--- config.mk ---
export PLATFORM = sky130hd
export DESIGN_NAME = cache_line_valid_fill
export DESIGN_NICKNAME = d
export VERILOG_FILES = /design/src/rtl/cache_pkg.sv /design/src/rtl/cache_valid_array.sv /design/src/rtl/cache_line_valid_fill.sv
export SDC_FILE = /design/constraint.sdc
export NUM_CORES = 1
export LEC_CHECK = 0
export CAP_MARGIN = 0
export CORE_MARGIN = 10
export CORE_UTILIZATION = 53
export CTS_BUF_LIST = sky130_fd_sc_hd__clkbuf_4 sky130_fd_sc_hd__clkbuf_8 sky130_fd_sc_hd__clkbuf_16
export DETAILED_ROUTE_END_ITERATION = 10
export HOLD_SLACK_MARGIN = 0.02
export PLACE_DENSITY = 0.9
export REMOVE_ABC_BUFFERS = 1
export SLEW_MARGIN = 15
export SYNTH_ARGS = -nofsm -noshare
export SYNTH_HDL_FRONTEND = slang
export SYNTH_SLANG_ARGS = --single-unit
--- constraint.sdc ---
create_clock -name clk -period 2.65 [get_ports clk]
set_input_delay 0.265 -clock clk [delete_from_list [all_inputs] [get_ports clk]]
set_output_delay 0.265 -clock clk [all_outputs]
set_load 0.005 [all_outputs]
--- src/rtl/cache_pkg.sv ---
`default_nettype none
// ============================================================================
//  Module      : cache_pkg
//  Description : Shared definitions for the instruction-cache line blocks:
//                fill-sequencer state encoding and default geometry.
//  Revision    : 1.0 - initial release
// ============================================================================
package cache_pkg;

    // Default geometry, shared with the cache RAM and tag blocks
    localparam int c_default_num_lines  = 32;
    localparam int c_default_line_bytes = 16;

    // Line-fill sequencer states
    typedef enum logic [1:0] {
        IDLE   = 2'd0,
        FETCH  = 2'd1,
        COMMIT = 2'd2
    } fill_state_t;

endpackage
`default_nettype wire

--- src/rtl/cache_valid_array.sv ---
`default_nettype none
// ============================================================================
//  Module      : cache_valid_array
//  Description : One valid flop per cache line with binary-indexed lookup,
//                flush, single-line invalidate, set and clear. Updates on
//                the falling clock edge.
//  Revision    : 1.0 - initial release
// ============================================================================
module cache_valid_array #(
    parameter int NUM_LINES = 32,
    parameter int IDX_W     = $clog2(NUM_LINES)
) (
    input  logic                 clk,
    input  logic                 clr_n,
    input  logic                 flush,
    input  logic                 inval,
    input  logic [IDX_W-1:0]     inval_line,
    input  logic                 set_en,
    input  logic [IDX_W-1:0]     set_line,
    input  logic                 clr_en,
    input  logic [IDX_W-1:0]     clr_line,
    input  logic [IDX_W-1:0]     lookup_line,
    output logic                 hit,
    output logic [NUM_LINES-1:0] valid_bits
);

    logic [NUM_LINES-1:0] r_valid;
    logic [NUM_LINES-1:0] w_valid_next;

    // Next value per line: flush beats inval beats set beats clear
    always_comb begin
        w_valid_next = r_valid;
        for (int i = 0; i < NUM_LINES; i++) begin
            if (flush) begin
                w_valid_next[i] = 1'b0;
            end else if (inval && (inval_line == IDX_W'(i))) begin
                w_valid_next[i] = 1'b0;
            end else if (set_en && (set_line == IDX_W'(i))) begin
                w_valid_next[i] = 1'b1;
            end else if (clr_en && (clr_line == IDX_W'(i))) begin
                w_valid_next[i] = 1'b0;
            end
        end
    end

    // Valid flops, falling-edge clocked
    always_ff @(negedge clk or negedge clr_n) begin
        if (!clr_n) begin
            r_valid <= '0;
        end else begin
            r_valid <= w_valid_next;
        end
    end

    assign valid_bits = r_valid;
    assign hit        = r_valid[lookup_line];

endmodule
`default_nettype wire

--- src/rtl/cache_line_valid_fill.sv ---
`default_nettype none
// ============================================================================
//  Module      : cache_line_valid_fill
//  Description : Per-line valid bits with lookup, invalidate and flush, plus
//                a line-fill sequencer that fetches a whole line over a
//                req/ack byte bus, writes it to cache RAM, and marks the line
//                valid only after a complete, uncancelled fill.
//  Revision    : 1.0 - initial release
// ============================================================================
module cache_line_valid_fill
    import cache_pkg::*;
#(
    parameter int NUM_LINES  = c_default_num_lines,
    parameter int LINE_BYTES = c_default_line_bytes,
    parameter int IDX_W      = $clog2(NUM_LINES),
    parameter int OFF_W      = $clog2(LINE_BYTES)
) (
    input  logic                 clk,
    input  logic                 clr_n,
    input  logic                 flush,
    input  logic                 inval,
    input  logic [IDX_W-1:0]     inval_line,
    input  logic [IDX_W-1:0]     lookup_line,
    output logic                 hit,
    input  logic                 fill_start,
    input  logic [IDX_W-1:0]     fill_line,
    output logic                 fill_busy,
    output logic                 fill_done,
    output logic                 mem_req,
    output logic [OFF_W-1:0]     mem_off,
    input  logic                 mem_ack,
    input  logic [7:0]           mem_data,
    output logic                 wr_en,
    output logic [IDX_W-1:0]     wr_line,
    output logic [OFF_W-1:0]     wr_off,
    output logic [7:0]           wr_data,
    output logic [NUM_LINES-1:0] valid_bits
);

    localparam logic [OFF_W-1:0] c_last_off = OFF_W'(LINE_BYTES - 1);

    fill_state_t      r_state;
    logic [IDX_W-1:0] r_fill_line;
    logic [OFF_W-1:0] r_cnt;
    logic             r_kill;
    logic             r_mem_req;
    logic             r_fill_done;
    logic             r_wr_en;
    logic [IDX_W-1:0] r_wr_line;
    logic [OFF_W-1:0] r_wr_off;
    logic [7:0]       r_wr_data;

    logic             w_start;
    logic             w_commit_set;
    logic             w_kill_hit;

    // A new fill only starts from IDLE and never alongside a flush
    assign w_start      = (r_state == IDLE) && fill_start && !flush;
    // The line becomes valid at COMMIT unless it was invalidated mid-fill
    assign w_commit_set = (r_state == COMMIT) && !r_kill;
    // Invalidate aimed at the line currently being filled
    assign w_kill_hit   = inval && (inval_line == r_fill_line);

    // Fill sequencer: IDLE -> FETCH (one byte per ack) -> COMMIT -> IDLE
    always_ff @(negedge clk or negedge clr_n) begin
        if (!clr_n) begin
            r_state     <= IDLE;
            r_fill_line <= '0;
            r_cnt       <= '0;
            r_kill      <= 1'b0;
            r_mem_req   <= 1'b0;
            r_fill_done <= 1'b0;
            r_wr_en     <= 1'b0;
            r_wr_line   <= '0;
            r_wr_off    <= '0;
            r_wr_data   <= '0;
        end else begin
            r_wr_en     <= 1'b0;
            r_fill_done <= 1'b0;
            case (r_state)
                IDLE: begin
                    if (w_start) begin
                        r_fill_line <= fill_line;
                        r_cnt       <= '0;
                        r_kill      <= 1'b0;
                        r_mem_req   <= 1'b1;
                        r_state     <= FETCH;
                    end
                end
                FETCH: begin
                    // An accepted byte is always written, even in a flush cycle
                    if (mem_ack) begin
                        r_wr_en   <= 1'b1;
                        r_wr_line <= r_fill_line;
                        r_wr_off  <= r_cnt;
                        r_wr_data <= mem_data;
                    end
                    if (w_kill_hit) begin
                        r_kill <= 1'b1;
                    end
                    if (flush) begin
                        r_state   <= IDLE;
                        r_mem_req <= 1'b0;
                    end else if (mem_ack) begin
                        r_cnt <= r_cnt + 1'b1;
                        if (r_cnt == c_last_off) begin
                            r_state     <= COMMIT;
                            r_mem_req   <= 1'b0;
                            r_fill_done <= 1'b1;
                        end
                    end
                end
                COMMIT: begin
                    if (w_kill_hit) begin
                        r_kill <= 1'b1;
                    end
                    r_state <= IDLE;
                end
                default: begin
                    r_state   <= IDLE;
                    r_mem_req <= 1'b0;
                end
            endcase
        end
    end

    cache_valid_array #(
        .NUM_LINES (NUM_LINES),
        .IDX_W     (IDX_W)
    ) u_valid (
        .clk         (clk),
        .clr_n       (clr_n),
        .flush       (flush),
        .inval       (inval),
        .inval_line  (inval_line),
        .set_en      (w_commit_set),
        .set_line    (r_fill_line),
        .clr_en      (w_start),
        .clr_line    (fill_line),
        .lookup_line (lookup_line),
        .hit         (hit),
        .valid_bits  (valid_bits)
    );

    assign fill_busy = (r_state != IDLE);
    assign fill_done = r_fill_done;
    assign mem_req   = r_mem_req;
    assign mem_off   = r_cnt;
    assign wr_en     = r_wr_en;
    assign wr_line   = r_wr_line;
    assign wr_off    = r_wr_off;
    assign wr_data   = r_wr_data;

endmodule
`default_nettype wire

==> impl_metrics.json, run 1 <==
{
  "dr.first_iter.drc_count": 281,
  "comb_power_share_pct": 37.3,
  "status": "complete, but fails checks",
  "grt_pass1_vias": 3845,
  "n_antenna_cell": 0,
  "synthTopCellsByCount": "dfrtn_1 (64), nand2_1 (49), a221oi_1 (31)",
  "num_vias": 3532,
  "worst_slew_pin_slew_ns": 0.7154,
  "cpPeakStageDelay_ns": 0.37,
  "critPathSlowestCell": "dfrtn_1",
  "via_per_inst": 6.038,
  "dpl.hpwl_um": 8698,
  "path_max_fanout": 2,
  "min_from": "wr_data[7]$_DFFE_NN0P_",
  "first_pass_iters": 7,
  "peakVddDrop_mv": 0.6585,
  "min_path_type": "reg2reg",
  "multiInputGateArea_mm2": 0.001834,
  "drive_gt1_share_pct": 37.20,
  "overflow": 0,
  "wirelength_um": 11960,
  "crit_chain": "mux2i_1 > a21oi_1 > nand3_1 > nand2_1 > a311o_1 > buf_2",
  "clk_path_buf_depth": 2,
  "antenna_found_initial": 0,
  "drc_errors": 0,
  "cts_buffers": 9,
  "cts-htree-levels": 3,
  "leakage_nw": 2.441,
  "seqPwrFrac_pct": 40.1,
  "violations": "negative setup slack",
  "die_w_um": 100.5,
  "routabilityCongestion": 0.9520,
  "synth_cell_types": 44,
  "grt_usage_pct": 23.71,
  "clk_latency_ns": 0.33,
  "rsz0062_at_grt": "yes",
  "rr_startpoint": "r_state[1]$_DFFE_NN0P_",
  "crit_buf_inv": 1,
  "avgSynthCellArea_um2": 10.15,
  "clockRootBuffer": "clkbuf_8",
  "ys_dominant_reg_cell": "dfrtn_1",
  "internal-power_mw": 2.306,
  "yosysWarnings": 0,
  "grt_max_degree": 65,
  "pin_count": 87,
  "clk_pin_slew_ns": 0.05,
  "grt_pass1_wl_um": 19210,
  "detail-route-antenna-nets": 0,
  "setup_viol": 2,
  "whs_ns": 0.4451,
  "setup_slack_ns": -0.5157,
  "slew_viol_final": 0,
  "async_flop_share_pct": 100.0,
  "std_cell_rows": 29,
  "yosysMostFrequentCell": "dfrtn_1",
  "clockPowerShare_pct": 22.6,
  "port_buffers": 86,
  "critPathLaunch": "u_valid.valid_bits[10]$_DFFE_NN0P_",
  "syn_to_final_growth_pct": 51.62,
  "die_area_mm2": 0.01009,
  "netlist_area_mm2": 0.003432,
  "p_sw_mw": 1.166,
  "start_kind": "register",
  "synth_seq_cells": 64,
  "required_ns": 2.38,
  "cts_hold_buf": 0,
  "cts.sinks": 64,
  "regArea_mm2": 0.001602,
  "seq_area_frac_synth_pct": 46.66,
  "power_density_mw_per_mm2": 667.3,
  "swShare_pct": 33.58,
  "wire_per_inst_um": 20.45,
  "cp.arrival_ns": 2.90,
  "max-cap-violations": 0,
  "cts_tree": "built",
  "post-route-util_pct": 82.42,
  "yosys-top-cells-area": "dfrtn_1 (47%), a221oi_1 (7.9%), mux2_2 (6.9%), nand2_1 (5.4%), mux2i_1 (4.7%)",
  "end_kind": "primary output",
  "design.core.area_mm2": 0.006314,
  "nets": 538,
  "synthDominantAreaCellType": "dfrtn_1",
  "synth_top_area_share_pct": 46.66,
  "initial_utilization_pct": 54.36,
  "hold_viol_final": 0,
  "fp.dieH_um": 100.5,
  "synth-edff-count": 0,
  "fill_cells": 386,
  "syn_inst": 338,
  "critPathKind": "reg2out",
  "relSlewSlack_pct": 52.13,
  "fin_skew_ns": 0.008082,
  "critical_path.top_delay_family": "compound AO/OA/AOI/OAI gates"
}
[final timing paths]
kind                            cells after the start  slack [ns]                                end
worst max-delay path                                6       -0.52                                hit
worst min-delay path                                1        0.45             wr_data[7]$_DFFE_NN0P_
worst min register to register                      1        0.45             wr_data[7]$_DFFE_NN0P_
max in group asynchronous                           2        1.20  u_valid.valid_bits[0]$_DFFE_NN0P_
min in group asynchronous                           2        1.15             mem_off[0]$_DFFE_NN0P_
worst max register to register                     10        0.55             mem_off[0]$_DFFE_NN0P_
[placed cells by master (no fill, tap or decap), types with 6 or more instances in the layout]
cell,instances
clkbuf_8,12
buf_2,17
nor2b_1,7
mux2_2,21
clkdlybuf4s50_1,17
o21ai_0,10
dfrtn_1,64
mux2i_1,15
nand2b_1,12
buf_4,71
dlygate4sd2_1,31
or3_4,7
nor3_1,6
o21ai_1,23
nor2_1,11
buf_6,27
nand2_1,49
a221oi_1,31
[per-stage QoR]
step	instance area, µm²	setup TNS, ns	total power [mW]	setup slack (ns)	std cells
after floorplan	3344	-0.6831	1.945	-0.2761	321
after global placement	4867	-25.10	2.674	-0.5415	555
after detailed placement	4867	-26.81	2.744	-0.5698	555
after CTS	5152	-0.5714	3.459	-0.5111	586
after global routing	5204	-0.7210	3.646	-0.5888	585
final	5204	-0.5586	3.472	-0.5157	585
[routing by layer]
metal / global-route usage (%) / part of all wire [%] / vias to the layer above / wire (µm)
li1: - / - / 1578 / -
met1: 25.71 / 37 / 1682 / 4372
met2: 39.71 / 49 / 230 / 5829
met3: 9.671 / 12 / 42 / 1404
met4: 10.65 / 3.0 / 0 / 357
met5: 0 / 0 / - / 0
[what timing repair did]
item / 4_1_cts / 5_1_grt
cloned: 1 / 0
pin swaps: 9 / 5
setup endpoints to repair: 95 / 56
buffers inserted: 18 / 12
gates resized for setup: 178 / 62
[state kept, by name (all words and copies together), names as in the netlist, 2 cells and up]
register	cells
u_valid.valid_bits	32
wr_data	8
r_fill_line	5
wr_line	5
mem_off	4
wr_off	4
r_state	2
[kinds of logic after synthesis]
group | after synthesis | synth area share (%)
AOI/OAI and AO/OA | 86 | 17.50
xor gates and xnor gates | 5 | 1.276
adders and majority gates | 4 | 1.458
buffers and inverters | 23 | 3.208
DFF | 64 | 46.66
muxes | 37 | 11.56
and+or+nand+nor | 119 | 18.34
[layout make-up]
type                       count  share of cell area (%)
inverter                       6                  0.4328
timing repair buffer         172                   28.23
multi-input combinational    252                   35.25
clock buffer                  14                   3.462
sequential                    64                   30.78
tap                           77                   1.851
[power groups by stage]
stage               combinational (mW)  clock [mW]  sequential (mW)
global placement                  1.29           0             1.39
CTS                               1.28       0.791             1.39
detailed placement                1.33           0             1.41
floorplan                        0.535           0             1.41
global route                      1.40       0.833             1.42
finish                            1.30       0.783             1.39
No activity file was read; power rests on OpenSTA's default activity.
==> run 2: changes to the inputs <==
--- a/config.mk
+++ b/config.mk
@@ -6,13 +6,14 @@
 export NUM_CORES = 1
 export LEC_CHECK = 0
 export CAP_MARGIN = 0
-export CORE_MARGIN = 10
 export CORE_UTILIZATION = 53
 export CTS_BUF_LIST = sky130_fd_sc_hd__clkbuf_4 sky130_fd_sc_hd__clkbuf_8 sky130_fd_sc_hd__clkbuf_16
 export DETAILED_ROUTE_END_ITERATION = 10
+export GPL_TIMING_DRIVEN = 0
 export HOLD_SLACK_MARGIN = 0.02
 export PLACE_DENSITY = 0.9
 export REMOVE_ABC_BUFFERS = 1
+export SKIP_CTS_REPAIR_TIMING = 1
 export SLEW_MARGIN = 15
 export SYNTH_ARGS = -nofsm -noshare
 export SYNTH_HDL_FRONTEND = slang
==> impl_metrics.json, run 2 (synthesized netlist as in run 1, its figures left out) <==
{
  "status": "complete, but fails checks",
  "violations": "negative setup slack",
  "comb_power_share_pct": 37.2,
  "rsz0062_at_grt": "yes",
  "overflow": 0,
  "start_kind": "register",
  "max-cap-violations": 0,
  "multiInputGateArea_mm2": 0.001882,
  "mostFrequentLayoutCells": "dlymetal6s2s_1 (65), dfrtn_1 (64), nand2_1 (47)",
  "die_w_um": 82.47,
  "leakage_nw": 2.981,
  "initial_utilization_pct": 56.30,
  "swShare_pct": 33.26,
  "syn_to_final_growth_pct": 48.01,
  "end_kind": "primary output",
  "relSlewSlack_pct": 29.72,
  "clockPowerShare_pct": 24.3,
  "peakVddDrop_mv": 0.7668,
  "worst_slew_pin_slew_ns": 1.051,
  "internal-power_mw": 2.448,
  "n_antenna_cell": 0,
  "first_pass_iters": 5,
  "min_path_type": "reg2reg",
  "num_vias": 3451,
  "nets": 486,
  "fin_skew_ns": 0.004895,
  "die_area_mm2": 0.006801,
  "power_density_mw_per_mm2": 722.1,
  "final_common_cell": "dlymetal6s2s_1",
  "clockRootBuffer": "clkbuf_8",
  "gr-usage-met2_pct": 48.93,
  "met3_usage_pct": 8.462,
  "grt_usage_pct": 30.35,
  "wire_per_inst_um": 21.23,
  "required_ns": 2.38,
  "clk_latency_ns": 0.34,
  "grt_pass1_wl_um": 14850,
  "cts_buffers": 9,
  "dpl.hpwl_um": 6737,
  "design.core.area_mm2": 0.006096,
  "cp.arrival_ns": 2.95,
  "pin_count": 87,
  "grt_max_degree": 65,
  "drc_errors": 0,
  "crit_chain": "mux2i_1 > a22oi_1 > nand4b_1 > a21oi_2 > a311o_1 > clkbuf_2",
  "clk_path_buf_depth": 2,
  "grt_pass1_vias": 3073,
  "cts-htree-levels": 3,
  "setup_viol": 3,
  "slew_viol_final": 0,
  "regArea_mm2": 0.001602,
  "port_buffers": 86,
  "p_sw_mw": 1.220,
  "antenna_found_initial": 0,
  "critPathKind": "reg2out",
  "setup_slack_ns": -0.5602,
  "critPathSlowestCell": "dfrtn_1",
  "total_power_mw": 3.668,
  "dr.first_iter.drc_count": 335,
  "cts.sinks": 64,
  "fp.dieH_um": 82.47,
  "routabilityCongestion": 0.9275,
  "clk_pin_slew_ns": 0.05,
  "via_per_inst": 6.475,
  "drive_gt1_share_pct": 25.76,
  "cts_tree": "built",
  "whs_ns": 0.4478,
  "detail-route-antenna-nets": 0,
  "post-route-util_pct": 83.33,
  "cpPeakStageDelay_ns": 0.36,
  "setup-tns-final_ns": -0.6554,
  "hold_viol_final": 0,
  "seqPwrFrac_pct": 38.5,
  "fill_cells": 320,
  "gr-max-usage-layer": "met2",
  "std_cell_rows": 28,
  "path_max_fanout": 3,
  "largest_reg_flops": 32,
  "met1_usage_pct": 37.16,
  "wirelength_um": 11320
}
-- run 2: changes by cell type in the layout (fill, tap and decap cells not counted), moves of 4 or more --
cell	delta
buf_6	-25
o21ai_0	+13
dlygate4sd2_1	-31
buf_2	-17
o21ai_1	-9
buf_4	-36
nor2_1	-6
nor2_2	+5
dlymetal6s2s_1	+63
o21ai_2	-4
-- run 2: final timing paths --
path,slack (ns),to,from,depth (start not counted)
max,-0.56,hit,u_valid.valid_bits[19]$_DFFE_NN0P_,6
min in group asynchronous,1.23,wr_off[1]$_DFFE_NN0P_,clr_n,1
max in group asynchronous,0.89,u_valid.valid_bits[12]$_DFFE_NN0P_,clr_n,1
min reg2reg,0.45,mem_req$_DFFE_NN0P_,mem_req$_DFFE_NN0P_,1
max reg2reg,0.58,mem_off[3]$_DFFE_NN0P_,r_state[1]$_DFFE_NN0P_,8
min,0.45,mem_req$_DFFE_NN0P_,mem_req$_DFFE_NN0P_,1
-- run 2: power by group through the flow --
stage	clock network (mW)	logic [mW]	registers (mW)
2_1_floorplan	0	0.535	1.41
3_3_place_gp	0	1.09	1.42
3_5_place_dp	0	1.13	1.44
4_1_cts	0.878	1.14	1.43
5_1_grt	0.930	1.46	1.43
6_report	0.892	1.36	1.41
-- run 2: critical path, delay by kind of cell (launching register included) --
family,cells,cell delay [ns]
flops,1,0.36
compound gates,3,0.46
simple gates,1,0.13
mux,1,0.22
buf+inv,1,0.11
-- run 2: metal layers --
layer	part of all wire, %	wire [µm]
met3	9.5	1074
met2	49	5573
met1	38	4265
met4	3.6	403
met5	0	0
-- run 2: final cells by class --
| type | count | share of cell area [%] |
|---|---|---|
| timing repair buffer | 120 | 25.07 |
| clock inverter | 3 | 0.7882 |
| clock buffer | 13 | 3.276 |
| inverter | 6 | 0.4433 |
| tap | 75 | 1.847 |
| multi-input combinational | 252 | 37.04 |
| sequential | 64 | 31.53 |
-- run 2: metrics by stage --
stage,setup slack (ns),std cells,area (µm²)
5_1_grt,-0.5971,533,5080
3_5_place_dp,-1.603,482,4297
6_report,-0.5602,533,5080
2_1_floorplan,-0.2761,321,3344
3_3_place_gp,-1.809,482,4299
4_1_cts,-1.258,498,4503
==> run 3: changes to the inputs <==
--- a/config.mk
+++ b/config.mk
@@ -5,6 +5,7 @@
 export SDC_FILE = /design/constraint.sdc
 export NUM_CORES = 1
 export LEC_CHECK = 0
+export ABC_CLOCK_PERIOD_IN_PS = 2650
 export CAP_MARGIN = 0
 export CORE_UTILIZATION = 53
 export CTS_BUF_LIST = sky130_fd_sc_hd__clkbuf_4 sky130_fd_sc_hd__clkbuf_8 sky130_fd_sc_hd__clkbuf_16
@@ -14,7 +15,6 @@
 export PLACE_DENSITY = 0.9
 export REMOVE_ABC_BUFFERS = 1
 export SKIP_CTS_REPAIR_TIMING = 1
-export SLEW_MARGIN = 15
 export SYNTH_ARGS = -nofsm -noshare
 export SYNTH_HDL_FRONTEND = slang
 export SYNTH_SLANG_ARGS = --single-unit
==> constraint.sdc (replaced) <==
create_clock -name clk -period 2.65 [get_ports clk]
set_input_delay 0.3975 -clock clk [delete_from_list [all_inputs] [get_ports clk]]
set_output_delay 0.3975 -clock clk [all_outputs]
set_load 0.005 [all_outputs]
==> impl_metrics.json, run 3 (synthesized netlist as in run 1, its figures left out) <==
{
  "hold_end": "wr_data[3]$_DFFE_NN0P_",
  "dpl_cell_area_mm2": 0.004314,
  "die_w_um": 82.47,
  "clk_pin_slew_ns": 0.05,
  "power_density_mw_per_mm2": 720.8,
  "min_path_type": "reg2reg",
  "antenna_found_initial": 0,
  "required_ns": 2.25,
  "path_max_fanout": 3,
  "dp_slack_ns": -1.730,
  "seqPwrFrac_pct": 39.1,
  "largest_reg_flops": 32,
  "internal-power_mw": 2.361,
  "pin_count": 87,
  "cts.sinks": 64,
  "comb_power_share_pct": 40.2,
  "fin_skew_ns": 0.01054,
  "grt_max_degree": 38,
  "status": "complete, but fails checks",
  "first_pass_iters": 6,
  "rr_startpoint": "r_state[1]$_DFFE_NN0P_",
  "crit_chain": "mux2i_1 > nand2_1 > nand4b_1 > a21oi_1 > a311o_1 > clkbuf_2",
  "routabilityCongestion": 0.9275,
  "grt_usage_pct": 30.66,
  "wirelength_um": 12280,
  "ff2ff_path_depth": 8,
  "p_sw_mw": 1.270,
  "start_kind": "register",
  "die_area_mm2": 0.006801,
  "clk_path_buf_depth": 2,
  "min_path_cells": 1,
  "rrSetupSlack_ns": 0.47,
  "critPathKind": "reg2out",
  "min_from": "wr_data[3]$_DFFE_NN0P_",
  "num_vias": 3613,
  "dpl.hpwl_um": 6864,
  "fp.dieH_um": 82.47,
  "critPathSlowestCell": "dfrtn_1",
  "leakage_nw": 2.681,
  "design.core.area_mm2": 0.006096,
  "cts-htree-levels": 3,
  "std_cell_rows": 28,
  "slew_viol_final": 0,
  "initial_utilization_pct": 56.30,
  "end_kind": "primary output",
  "drc_errors": 0,
  "rsz0062_at_grt": "yes",
  "total_power_mw": 3.631,
  "grt_pass1_vias": 3155,
  "max-cap-violations": 0,
  "final_area_mm2": 0.005037,
  "swShare_pct": 34.97,
  "syn_to_final_growth_pct": 46.77,
  "cts_tree": "built",
  "whs_ns": 0.4448,
  "cts_buffers": 9,
  "final_common_cell": "dfrtn_1",
  "setup-tns-final_ns": -6.422,
  "drive_gt1_share_pct": 31.76,
  "dr.first_iter.drc_count": 519,
  "port_buffers": 86,
  "setup_slack_ns": -0.6832,
  "cp.arrival_ns": 2.94,
  "via_per_inst": 6.678,
  "violations": "negative setup slack",
  "peakVddDrop_mv": 0.8472,
  "clockRootBuffer": "clkbuf_8",
  "nets": 496,
  "overflow": 0,
  "n_antenna_cell": 0,
  "mostFrequentLayoutCells": "dfrtn_1 (64), nand2_1 (47), dlymetal6s2s_1 (42)",
  "worst_slew_pin_slew_ns": 1.051,
  "hold_viol_final": 0,
  "setup_viol": 44,
  "clockPowerShare_pct": 20.7,
  "cpPeakStageDelay_ns": 0.37,
  "reg2reg_to": "mem_off[2]$_DFFE_NN0P_",
  "wire_per_inst_um": 22.69,
  "clk_latency_ns": 0.34,
  "detail-route-antenna-nets": 0,
  "relSlewSlack_pct": 29.68,
  "grt_pass1_wl_um": 15060
}
-- run 3: worst max path at each step --
stage                                             from                                 end  slack, ns
global placement                                 clr_n   u_valid.valid_bits[5]$_DFFE_NN0P_      -1.94
detailed placement                               flush   u_valid.valid_bits[4]$_DFFE_NN0P_      -1.73
finish              u_valid.valid_bits[16]$_DFFE_NN0P_                                 hit      -0.68
CTS                                              flush  u_valid.valid_bits[18]$_DFFE_NN0P_      -1.39
global route        u_valid.valid_bits[11]$_DFFE_NN0P_                                 hit      -0.72
floorplan                                      mem_ack              mem_off[3]$_DFFE_NN0P_      -0.41
-- run 3: metrics by stage --
step | cells | util (%)
2_1_floorplan | 321 | -
3_3_place_gp | 482 | 70.53
3_5_place_dp | 483 | 70.77
4_1_cts | 497 | 73.48
5_1_grt | 541 | 82.64
6_report | 541 | 82.64
-- run 3: cell type report --
type / instances / area (µm²)
clock buffers: 13 / 160.2
clock inverters: 1 / 5.005
fillers: 326 / 1059
inverters: 6 / 22.52
multi-input cells: 253 / 1888
flip-flops and latches: 64 / 1602
well taps: 75 / 93.84
repair buffers: 129 / 1266
-- run 3: power groups by stage --
stage / Clock (mW) / Sequential, mW / Combinational, mW
final: 0.751 / 1.42 / 1.46
after global routing: 0.787 / 1.44 / 1.54
after CTS: 0.737 / 1.43 / 1.15
after detailed placement: 0 / 1.44 / 1.13
after global placement: 0 / 1.42 / 1.09
after floorplan: 0 / 1.41 / 0.535
-- run 3: worst max-delay path: cells and delay by family, from the launching register on --
family | cells | cell delay, ns
flip-flops | 1 | 0.37
AO/OA/AOI/OAI | 2 | 0.34
multiplexers | 1 | 0.25
AND/OR/NAND/NOR | 2 | 0.21
buffers and inverters | 1 | 0.11
-- run 3: layer usage --
layer  vias up  global-route usage, %  wire length [µm]
li1       1506                      -                 -
met1      1717                  37.29              4428
met2       311                  49.59              6064
met3        79                  7.802              1108
met4         0                  17.19               675
met5         -                      0                 0
